**config.mk**
```make
export PLATFORM = sky130hd
export DESIGN_NAME = branch_predictor
export DESIGN_NICKNAME = d
export VERILOG_FILES = /design/src/rtl/branch_predictor.sv
export SDC_FILE = /design/constraint.sdc
export NUM_CORES = 1
export LEC_CHECK = 0
export ABC_AREA = 1
export CAP_MARGIN = 0
export CORE_MARGIN = 3
export CORE_UTILIZATION = 43
export DETAILED_ROUTE_END_ITERATION = 16
export MAX_ROUTING_LAYER = met4
export PLACE_DENSITY = 0.77
export SKIP_CTS_REPAIR_TIMING = 1
export SLEW_MARGIN = 20
export SYNTH_ARGS = -nofsm -noshare
export SYNTH_HDL_FRONTEND = slang
export SYNTH_SLANG_ARGS = --single-unit
```
**constraint.sdc**
```tcl
create_clock -name clk -period 1.7 [get_ports clk]
set_clock_uncertainty 0.1 [all_clocks]
set_input_delay 0.425 -clock clk [delete_from_list [all_inputs] [get_ports clk]]
set_output_delay 0.425 -clock clk [all_outputs]
set_load 0.02 [all_outputs]
```
**src/rtl/branch_predictor.sv**
```systemverilog
// Bimodal branch predictor: a table of 2-bit saturating counters indexed by
// PC word-address bits, with a registered lookup port, an independent update
// port, and counters for resolved and mispredicted branches.
module branch_predictor #(
  parameter int IDX_BITS = 4
) (
  input  logic        clk,
  input  logic        reset,
  input  logic        predict_valid,
  input  logic [31:0] predict_pc,
  output logic        pred_valid,
  output logic        pred_taken,
  input  logic        update_valid,
  input  logic [31:0] update_pc,
  input  logic        update_taken,
  input  logic        update_predicted,
  output logic [15:0] branch_count,
  output logic [15:0] mispredict_count
);

  localparam int ENTRIES = 2 ** IDX_BITS;

  // 00 strong-NT, 01 weak-NT, 10 weak-T, 11 strong-T
  localparam logic [1:0] CTR_STRONG_NT = 2'b00;
  localparam logic [1:0] CTR_WEAK_NT   = 2'b01;
  localparam logic [1:0] CTR_STRONG_T  = 2'b11;

  logic [1:0]          ctr_table [ENTRIES];
  logic [IDX_BITS-1:0] predict_idx;
  logic [IDX_BITS-1:0] update_idx;
  logic [1:0]          update_cur;
  logic [1:0]          update_next;

  // Low two bits are the byte offset within a word; bits above the index
  // alias onto the same entry by design.
  assign predict_idx = predict_pc[IDX_BITS+1:2];
  assign update_idx  = update_pc[IDX_BITS+1:2];

  logic unused_pc_bits;
  assign unused_pc_bits = ^{predict_pc[31:IDX_BITS+2], predict_pc[1:0],
                            update_pc[31:IDX_BITS+2], update_pc[1:0]};

  assign update_cur = ctr_table[update_idx];

  // Saturating increment on taken, saturating decrement on not-taken.
  always_comb begin
    update_next = update_cur;
    if (update_taken) begin
      if (update_cur != CTR_STRONG_T) update_next = update_cur + 2'd1;
    end else begin
      if (update_cur != CTR_STRONG_NT) update_next = update_cur - 2'd1;
    end
  end

  // Counter table: reset to weak-NT, written only on a valid update.
  always_ff @(posedge clk) begin
    if (reset) begin
      for (int i = 0; i < ENTRIES; i++) ctr_table[i] <= CTR_WEAK_NT;
    end else if (update_valid) begin
      ctr_table[update_idx] <= update_next;
    end
  end

  // Registered lookup; reads the pre-update value when indices collide, and
  // pred_taken holds between requests.
  always_ff @(posedge clk) begin
    if (reset) begin
      pred_valid <= 1'b0;
      pred_taken <= 1'b0;
    end else begin
      pred_valid <= predict_valid;
      if (predict_valid) pred_taken <= ctr_table[predict_idx][1];
    end
  end

  // Resolved-branch and misprediction statistics, wrapping at 16 bits.
  always_ff @(posedge clk) begin
    if (reset) begin
      branch_count     <= 16'd0;
      mispredict_count <= 16'd0;
    end else if (update_valid) begin
      branch_count <= branch_count + 16'd1;
      if (update_taken != update_predicted)
        mispredict_count <= mispredict_count + 16'd1;
    end
  end

endmodule
```
# --- After elaboration in Yosys (flattened, before gate mapping) ---
# Memory sizes are Yosys's and may differ from the RTL's. A register that Yosys moved wholly into a read port is not among the register bits.
# Index checks and enable logic that the tools add are counted.
# Widths: inputs -> output; s select.
op_classes:
  n_eq_ne: 2
  n_reduce_logical: 3
  addsub: 4
  muxes: 11
ops:
  columns: ["cell", "n"]
  rows:
  - ["$add 16x1->16 const B", 2]
  - ["$mux 2", 4]
  - ["$mux 1", 6]
  - ["$mux 4", 1]
  - ["$add 2x1->2 const B", 1]
  - ["$ne 2x2->1 const B", 1]
  - ["$reduce_and 2->1", 1]
  - ["$reduce_bool 2->1", 1]
  - ["$reduce_or 2->1", 1]
  - ["$sub 2x1->2 const B", 1]
  - ["$ne 1x1->1", 1]
totals:
  memories: 1
  out_inout_bits: 34
  ramBits: 32
  wordCells: 24
  register_bits: 33
  inputBits: 70
memory_table:
  columns: ["name", "words", "word_bits", "rd", "rd_clocked_by_memory_dff", "write_ports", "line_no", "text"]
  rows:
  - ["ctr_table", 16, 2, 2, 1, 16, "28", "logic [1:0] ctr_table [ENTRIES];"]

# --- Longest topological paths before layout ---
# Gate-level depths: netlist (run 1).
depth:
  word_depth: 5
  mapped_depth: 13
  mapped_depth_nobuf: 11

# --- Worst setup path after synthesis (run 1) ---
# OpenSTA, ideal clock, no wires.
synth_path:
  kind: "in2reg"
  startpoint: "input port update_pc[2]"
  endpoint: "memory ctr_table[12][1], data pin"
  t_required_ns: 1.349
  cell_stages: 13
  path_slack_ns: -0.121
  arrival_ns: 1.470
  n_path_buf: 2
  setup_time_ns: 0.251
  cell_sequence: "buf_6 inv_4 nand2_1 nand2_1 nand2_1 nand2_1 nand2_1 nand2_2 o21ai_4 nand2_2 nand2_4 buf_8 nor2_2"
synth_lines:
  columns: ["element", "line_no", "text"]
  rows:
  - ["start: declaration", "14", "input logic [31:0] update_pc,"]
  - ["end: declaration", "28", null]

==> results of run 1 <==
## cell usage in the layout, fill, tap and decap left out, types with 14 or more instances in the layout
cell type         n
inv_1            60
edfxtp_1         32
dfxtp_1          28
a21oi_1          21
nor2_2           19
nand2_1         128
o21ai_0          14
dlymetal6s2s_1   41
nand3_2          19
buf_4            63
nor2_4           15
nor2_1           37
nand3_1          28
## flip-flops by register name (all words and copies together) (netlist names)
signal            flops
ctr_table            32
branch_count         16
mispredict_count     16
pred_taken            1
pred_valid            1
## report_power, final
group	switching, uW	internal, uW	leakage [uW]
Sequential	27.1	1700	0.000565
Clock	599	562	0.0000894
Combinational	337	237	0.00204
## area by class of cell
cell class,instances,area (um2),share of cell area [%]
inverters,66,258,4.94
clock inverters,5,28.8,0.552
repair buffers,120,1220,23.3
clock buffers,11,141,2.71
well taps,102,128,2.45
multi-input cells,329,1790,34.4
flip-flops and latches,66,1650,31.6
## synthesized netlist by cell type, drive strengths merged, types with 2 or more instances
library cell	n
a21oi	21
a31oi	3
buf	8
clkbuf	5
dfxtp	34
edfxtp	32
ha	2
inv	66
nand2	140
nand3	48
nand4	4
nor2	71
nor3	13
o21ai	18
o21bai	2
xor2	2
## per-stage QoR
stage	total power [uW]	std cells	hold slack (ns)	setup slack, ns	area (um2)
3_3_place_gp	2200	668	0.365	-0.696	4500
4_1_cts	3340	684	0.393	-0.384	4670
6_report	3460	699	0.387	-0.0885	5210
2_1_floorplan	2020	473	0.408	-0.101	3520
5_1_grt	3600	699	0.410	-0.170	5210
3_5_place_dp	2200	668	0.379	-0.730	4500
## metal layers
| metal | vias to the layer above | routed length, um | track usage [%] |
|---|---|---|---|
| met5 | - | 0 | - |
| met4 | 0 | 344 | 7.58 |
| met3 | 41 | 513 | 3.83 |
| met2 | 118 | 4760 | 32.8 |
| met1 | 1599 | 4070 | 26.4 |
| li1 | 1755 | - | - |
## worst paths after layout
| path | startpoint | endpoint | slack [ns] | depth (start not counted) |
|---|---|---|---|---|
| worst max-delay path | ctr_table[7][1] | ctr_table[4][0] | -0.09 | 10 |
| worst max register to register | ctr_table[7][1] | ctr_table[4][0] | -0.09 | 10 |
| worst min-delay path | mispredict_count[2] | mispredict_count[2] | 0.39 | 2 |
| worst min register to register | mispredict_count[2] | mispredict_count[2] | 0.39 | 2 |
## worst register-to-register path, stage by stage (launching register included)
cell	delay [ns]
edfxtp_1	0.44
nand2_1	0.10
nand2_1	0.06
nand2_1	0.05
nand2_1	0.05
nand2_1	0.06
nand2_2	0.09
o21ai_4	0.23
buf_6	0.14
clkbuf_16	0.15
nand3_2	0.07
## cells by family (layout without fill, tap and decap cells)
group	count (synthesis)	after routing	share of synthesized area (%)
and+or+nand+nor	277	278	34.4
buffers and inverters	79	202	9.58
DFF	66	66	47.2
AOI/OAI and AO/OA	46	46	7.34
xor gates and xnor gates	3	3	0.756
adders and majority gates	2	2	0.720
==> key figures, run 1 <==
Finish
  – Filler Cells Inserted: 591
  – Ant. Diodes: 0
  – Synth-to-layout area growth: 50.0%
  – Fin nets: 664
  – Utilization after layout: 67.1%
  – Share of layout cells above drive strength 1: 28.8%

Timing
  – Worst rel slew slack: 79.6%
  – Final-report hold violation count: 0
  – Final setup fails: 32
  – Sum Neg Setup Slack: -2.01 ns
  – Maximum clock rate: 559 MHz
  – Minimum clock period: 1.79 ns
  – Final Cycle Share: 105%
  – Fin. max-slew vios: 0
  – Slew @ Worst Pin: ~0.3 ns
  – RSZ-0062 raised after global routing: true
  – Final worst slack: -0.0885 ns

Logic synthesis
  – Ranking of synthesized cells by area: edfxtp_1, dfxtp_1, nand2_1
  – Syn_nets: 545
  – Post-synth EDFFs: 32
  – Syn Area/Cell: 7.35 um2
  – Synth Cell Area: ~0.0035 mm2
  – Yosys cell types: 31
  – Register area share after synthesis: 47.2%
  – Post-Syn Instances: 473
  – Async SR Flop Fraction: 0%
  – Cell taking the most area after synthesis: edfxtp_1
  – Yosys reg bits: 66
  – Synth Flop Type: dfxtp_1
  – Synth warn: 0
  – Synth top area share: 27.6%

Setup path
  – Slowest Stage Delay on Critical Path: 0.44 ns
  – CP delay by family, top: simple AND/OR/NAND/NOR gates
  – Kind of critical path: reg -> reg
  – Arrival @ worst endpoint: 1.78 ns
  – Critical path, cell by cell: nand2_1, nand2_1, nand2_1, nand2_1, nand2_1, nand2_2, o21ai_4, buf_6, clkbuf_16, nand3_2
  – Most common cell on crit path: nand2_1
  – Worst path buffer plus inverter count: 2
  – Crit end category: flop
  – Worst-path fanout max: 8
  – Critical path's slowest cell: edfxtp_1
  – Startpoint Class: flop
  – Req. time, crit path: 1.69 ns

Run
  – # Max-Cap Violations: 0

CTS
  – Clock buffer depth: 2
  – H-tree Lvls: 3
  – Root buf cell: clkbuf_8
  – Clock latency on the worst-skew pair: ~0.34 ns
  – CTS tree: built
  – CTS Buf Count: 9
  – Clk sink count: between 60 and 70
  – Clock Pin Slew Worst Setup and Hold Paths: 0.07 ns

Power and ir drop
  – P per Cell Area: 664 mW/mm2
  – Leakage power: 0.00269 uW
  – VDD IR max: between 0.4 and 0.5 mV

Global route
  – Vias in the first global route: around 3300
  – First-pass GRT wire length: 14400 um
  – Initial antenna violation count: 0
  – Grt ovf: 0
  – Largest net degree at the start of global routing: 20
  – Total Routing Usage GR: 20.7%

Worst hold path
  – Hold crit path type: reg -> reg

Routing
  – Antenna Nets Post-Route: 0
  – Vias/cell: around 5
  – Drc violations: 0
  – Via Count: 3513
  – First-pass DRT Iterations: 5
  – Routed wire per std cell: 13.9 um
  – DRT iter0 DRCs: 239
  – Total Wirelength: 9690 um

Status
  – Status: finished with violations
  – Failing checks: setup timing

Placed design
  – Hpwl dp: 6460 um
  – PortBufs: 47
  – Global placement routability congestion: 0.955

Floorplanning
  – Starting Density: between 40% and 50%
  – # rows: 32
  – Io pins: 104
  – Die area: just over 0.009 mm2
  – Die Y: ~96 um
  – Die width: 95.9 um
  – Core area: approximately 0.008 mm2
Power figures use the tool's default switching activity.
==> inputs of run 2 (changes only) <==
CORE_UTILIZATION = 51   (was 43)
PLACE_DENSITY = 0.93   (was 0.77)
clock period = 2.2 ns   (was 1.7 ns; I/O delays follow)
==> key figures, run 2 (same netlist as run 1, synthesis figures left out) <==
CTS
  – CTS Buf Count: 9
  – Clock buffer depth: 2
  – CTS tree: built
  – Clk sink count: 66
  – H-tree Lvls: 3
  – Root buf cell: clkbuf_8
  – Clock Pin Slew Worst Setup and Hold Paths: roughly 0.07 ns
  – Clock latency on the worst-skew pair: between 0.3 and 0.4 ns

Setup path
  – Kind of critical path: reg -> out
  – Critical path, cell by cell: clkdlybuf4s50_1
  – Worst-path fanout max: 8
  – R2R Setup Slk: 0.44 ns
  – Worst reg2reg path endpoint: ctr_table[4][0]
  – Req. time, crit path: 1.55 ns
  – Worst path buffer plus inverter count: 1
  – Crit end category: output pin
  – Slowest Stage Delay on Critical Path: roughly 0.66 ns
  – Arrival @ worst endpoint: 1.47 ns
  – Reg2Reg Depth: 11
  – Critical path's slowest cell: clkdlybuf4s50_1
  – Worst R2R Start: ctr_table[1][1]
  – Startpoint Class: flop
  – CP delay by family, top: buffers and inverters

Worst hold path
  – Worst Hold Path EP: mispredict_count[12]
  – Hold crit path type: reg -> reg
  – Min-delay src: mispredict_count[12]
  – WHS Path Cells: 2

Timing
  – Final worst slack: 0.0839 ns
  – RSZ-0062 raised after global routing: false
  – Sum Neg Setup Slack: 0 ns
  – Final setup fails: 0
  – Final Cycle Share: between 90% and 100%
  – Maximum clock rate: 473 MHz
  – Minimum clock period: about 2.1 ns
  – Worst rel slew slack: 79.6%
  – Final-report hold violation count: 0
  – Fin. max-slew vios: 0
  – Slew @ Worst Pin: 0.306 ns

Routing
  – DRT iter0 DRCs: approximately 250
  – First-pass DRT Iterations: 4
  – Vias/cell: 5.25
  – Drc violations: 0
  – Routed wire per std cell: 13.3 um
  – Via Count: 3361
  – Antenna Nets Post-Route: 0
  – Total Wirelength: 8490 um

Power and ir drop
  – Leakage power: ~0.0018 uW
  – Sw power: around 680 uW
  – VDD IR max: 0.454 mV
  – Clock group share of total power: 37.0%
  – Logic pwr share: between 10% and 20%
  – Sw frac: 25.8%
  – Internal: 1960 uW
  – P per Cell Area: ~590 mW/mm2
  – Sequential Power Share: between 50% and 60%

Floorplanning
  – Io pins: 104
  – Die width: 88.6 um
  – Starting Density: 53.8%
  – # rows: 29
  – Die area: 0.00784 mm2
  – Die Y: 88.6 um
  – Core area: ~0.0065 mm2

Finish
  – Ant. Diodes: 0
  – Commonest non-fill, non-tap cell in the layout: nand2_1
  – Synth-to-layout area growth: 29.4%
  – Biggest registers after layout: ctr_table: 32 flops, branch_count: 16 flops, mispredict_count: 16 flops
  – Largest register FFs: 32
  – Filler Cells Inserted: 510
  – Layout Cells excl Fill: 640
  – Top reg by flops: ctr_table
  – Utilization after layout: between 60% and 70%
  – Most frequent cells in the layout: nand2_1, inv_1, nor2_1
  – Fin nets: 630
  – Share of layout cells above drive strength 1: 14.4%

Placed design
  – Hpwl dp: between 6000 and 7000 um
  – Pre-CTS setup slack: -0.349 ns
  – Global placement routability congestion: 0.898
  – Placed Cells: 624
  – PortBufs: 47

Status
  – Status: finished clean

Global route
  – Initial antenna violation count: 0
  – Largest net degree at the start of global routing: 22
  – First-pass GRT wire length: approximately 14000 um
  – Total Routing Usage GR: around a quarter
  – Grt ovf: 0
  – Vias in the first global route: between 3000 and 4000

Run
  – # Max-Cap Violations: 0
## run 2: cell count changes in the layout (fill, tap and decap cells not counted), sizes merged
| cell | change |
|---|---|
| nand2 | -1 |
| clkinvlp | -1 |
| buf | -31 |
| clkbuf | -2 |
| clkinv | +1 |
| clkdlybuf4s50 | +40 |
| inv | -1 |
| dlymetal6s2s | -39 |
## run 2: metrics by stage
stage                     total power (uW)  hold WS, ns  cell area, um2
after floorplan                       1550        0.445            3480
after global placement                1670        0.364            4290
after detailed placement              1680        0.381            4290
after CTS                             2650        0.394            4480
after global routing                  2740        0.430            4500
final                                 2640        0.391            4500
## run 2: power groups by stage
| stage | registers (uW) | logic [uW] | clock network, uW |
|---|---|---|---|
| 6_report | 1330 | 333 | 976 |
| 5_1_grt | 1330 | 367 | 1040 |
| 4_1_cts | 1330 | 325 | 988 |
| 3_5_place_dp | 1360 | 322 | 0 |
| 3_3_place_gp | 1360 | 311 | 0 |
| 2_1_floorplan | 1360 | 188 | 0 |
## run 2: layout make-up
cell class                      instances  area [um2]  area share (%)
Sequential cell                        66        1640            36.5
Clock inverter                          4        23.8           0.529
Clock buffer                           12         170            3.78
Multi-Input combinational cell        328        1510            33.6
Tap cell                               77        96.3            2.14
Inverter                               66         253            5.62
Timing Repair Buffer                   87         801            17.8
## run 2: how the worst max path moves through the flow
stage                                from                to  slack [ns]  cells after the start
final                     branch_count[9]   branch_count[9]        0.08                      1
after CTS                    update_pc[2]   ctr_table[2][1]       -0.01                     11
after floorplan              update_pc[2]  ctr_table[12][1]        0.25                     13
after detailed placement     update_pc[2]   ctr_table[6][0]       -0.35                     13
after global placement       update_pc[2]   ctr_table[1][1]       -0.32                     11
after global routing         update_valid   ctr_table[9][0]        0.02                      9
## run 2: worst min-delay path, delay by kind of cell (launching register included)
kind	cells	cell delay, ns
compound gates	1	0.05
buf+inv	1	0.07
flops	1	0.33
## run 2: routing by layer
layer / up-vias / part of all wire [%] / global-route usage (%)
met3: 8 / 6.1 / 6.42
met5: - / 0 / -
met1: 1558 / 44 / 29.5
li1: 1693 / - / -
met4: 0 / 0.74 / 8.24
met2: 102 / 50 / 39.4
==> inputs of run 3 (changes only) <==
CTS_CLUSTER_SIZE = 25   (was default)
==> results of run 3 <==
Final layout, timing and power as in run 2 (identical DEF).
==> RTL edit: new RTL, settings of run 3 <==
Change the parameter `IDX_BITS` from 4 to 3.
--- a/src/rtl/branch_predictor.sv
+++ b/src/rtl/branch_predictor.sv
@@ -2,7 +2,7 @@
 // PC word-address bits, with a registered lookup port, an independent update
 // port, and counters for resolved and mispredicted branches.
 module branch_predictor #(
-  parameter int IDX_BITS = 4
+  parameter int IDX_BITS = 3
 ) (
   input  logic        clk,
   input  logic        reset,
Formal check against the unedited RTL: not equivalent (a bounded check fails within 4 cycles, from zero or initial values and one cycle with reset high).
==> RTL edit against run 3 <==
Fmax increased by 1.6%; setup slack improved by 0.034 ns; first-iteration DRC count decreased by 57%; synthesized area decreased by 26%; count of clock-buffer cells in the layout decreased by 7; sequential share of layout area decreased by 1.6 points; wire length decreased by 28%; sequential cell count decreased by 16; highest routed layer unchanged; design area decreased by 26%; power decreased by 26%.
==> RTL edit: results (changes against run 3) <==
status=complete, no violations; DRT Wirelength=6121 um (-28%); EDFF count, synth=16 (-50%); H-tree levels=2 (-1); Crit Reg-Reg Endpoint=mispredict_count[14]; DR vias/cell=5.061 (-3.6%); Critical Path Fanout Max=11 (+3); crit-path leading delay family=simple AND/OR/NAND/NOR gates; placed cells=486 (-22%); largest net degree at the start of global routing=20 (-9.1%); slew margin rel.=72.56% (-7.0 points); Overall Global Routing Usage=21.70% (-2.6 points); hold endpoint=mispredict_count[2]; Worst R2R Start=mispredict_count[0]; drt wl/cell=12.39 um (-6.6%); dpl hpwl=4555 um (-26%); top cells by area, synth=dfxtp_1 26%, edfxtp_1 19%, nand2_1 10%; drt initial violations=105 (-57%); most instantiated cells after synthesis=72 x nand2_1, 69 x nor2_1, 55 x inv_1; hold path cells=2 (unchanged); Detail Route Antenna Nets=0 (unchanged); Fillers=412 (-19%); Switching Share=22.58% (-3.2 points); register area share after synthesis=44.90% (-2.3 points); proportion of layout cells with a drive suffix above 1=10.07% (-4.3 points); initial antenna violation count=0 (unchanged); worst r2r path cells=8 (-3); Synthesized Nets=436 (-20%); root buffer cell=clkbuf_8; Worst R2R Setup Slack=0.49 ns (+0.05 ns); Crit path largest cell delay=0.40 ns (-0.26 ns); GP Congestion=0.8700 (-3.1%); Peak VDD IR=392.5 uV (-14%); Top Registers=branch_count (16), ctr_table (16), mispredict_count (16); PortBufs=45 (-4.3%); CP arrival=2.03 ns (+0.56 ns); CP max stage cell=clkdlybuf4s50_1; hold path startpoint=mispredict_count[2]; Unique masters post-synth=30 (-3.2%); fin nets=498 (-21%); Diodes inserted=0 (unchanged); Clk pin slew, worst setup/hold paths=0.09 ns (+0.02 ns); global-route wire length before repair=10400 um (-28%); Async SR Flop Fraction=0% (unchanged); mean post-synth cell area=7.105 um^2 (-3.3%); Leak=0.001342 uW (-27%); vias in the first global route=2414 (-28%); clk_lat worst skew=0.30 ns (-0.04 ns); clock buffer depth=2 (unchanged); Num CTS Buffers=5 (-4)
RTL edit: cell types whose count changed in the layout (fill, tap and decap cells not counted), moves of 3 or more:
cell / before / now
inv_2: 1 / 6
nand3_1: 48 / 23
buf_4: 38 / 15
inv_1: 63 / 55
nor2_1: 55 / 69
clkinv_2: 3 / 0
nor3_1: 13 / 7
edfxtp_1: 32 / 16
nand2_1: 135 / 72
o211ai_1: 1 / 4
clkbuf_8: 10 / 5
o21ai_1: 0 / 5
nor2_2: 14 / 4
RTL edit: through the flow:
stage,hold WS (ns),setup WS (ns),cell area [um^2],power (uW)
floorplan,0.4432,0.5706,2586,1125
finish,0.4111,0.1182,3332,1949
global route,0.4296,0.03529,3332,2016
CTS,0.4033,0.1203,3332,1955
detailed placement,0.3870,-0.1631,3199,1220
global placement,0.3726,-0.1106,3199,1211
RTL edit: worst max-delay path by stage:
| stage | start | endpoint | slack (ns) | cells past startpoint |
|---|---|---|---|---|
| after floorplan | update_pc[2] | ctr_table[0][1] | 0.57 | 8 |
| after global placement | update_pc[2] | ctr_table[5][0] | -0.11 | 10 |
| after detailed placement | update_pc[2] | ctr_table[5][0] | -0.16 | 10 |
| after CTS | update_pc[2] | ctr_table[7][0] | 0.12 | 10 |
| after global routing | update_pc[2] | ctr_table[0][0] | 0.04 | 10 |
| final | update_pc[2] | ctr_table[1][0] | 0.12 | 10 |
RTL edit: layout make-up:
cell class                      count  area, um^2  area share [%]
Tap cell                           67       83.83           2.516
Sequential cell                    50        1161           34.85
Clock inverter                      3       63.81           1.915
Multi-Input combinational cell    247        1159           34.77
Inverter                           62       232.7           6.985
Timing Repair Buffer               60       563.0           16.90
Clock buffer                        5       68.82           2.065
RTL edit: worst min-delay path, stage by stage, from the launching register on:
cell	delay, ns
dfxtp_1	0.36
inv_1	0.06
a21oi_1	0.05
RTL edit: cells by family after synthesis:
kind of cell	share of synthesized area, %
buffers and inverters	10.30
adder cells (fa/ha/maj)	0.9674
flip-flops	44.90
XOR/XNOR	0.6774
AO/OA/AOI/OAI	10.64
AND/OR/NAND/NOR	32.51
RTL edit: power groups by stage:
| stage | registers, uW | logic, uW | clock network [uW] |
|---|---|---|---|
| after floorplan | 1010 | 113 | 0 |
| after global placement | 1000 | 208 | 0 |
| after detailed placement | 1000 | 216 | 0 |
| after CTS | 983 | 218 | 754 |
| after global routing | 985 | 239 | 792 |
| final | 983 | 218 | 749 |
RTL edit: layer usage:
metal  vias to the layer above  share of wire (%)  track usage [%]
li1                       1277                  -                -
met1                      1149                 43            25.41
met2                        61                 51            37.22
met3                        13                3.8            4.108
met4                         0                1.8            7.473
met5                         -                  0                -
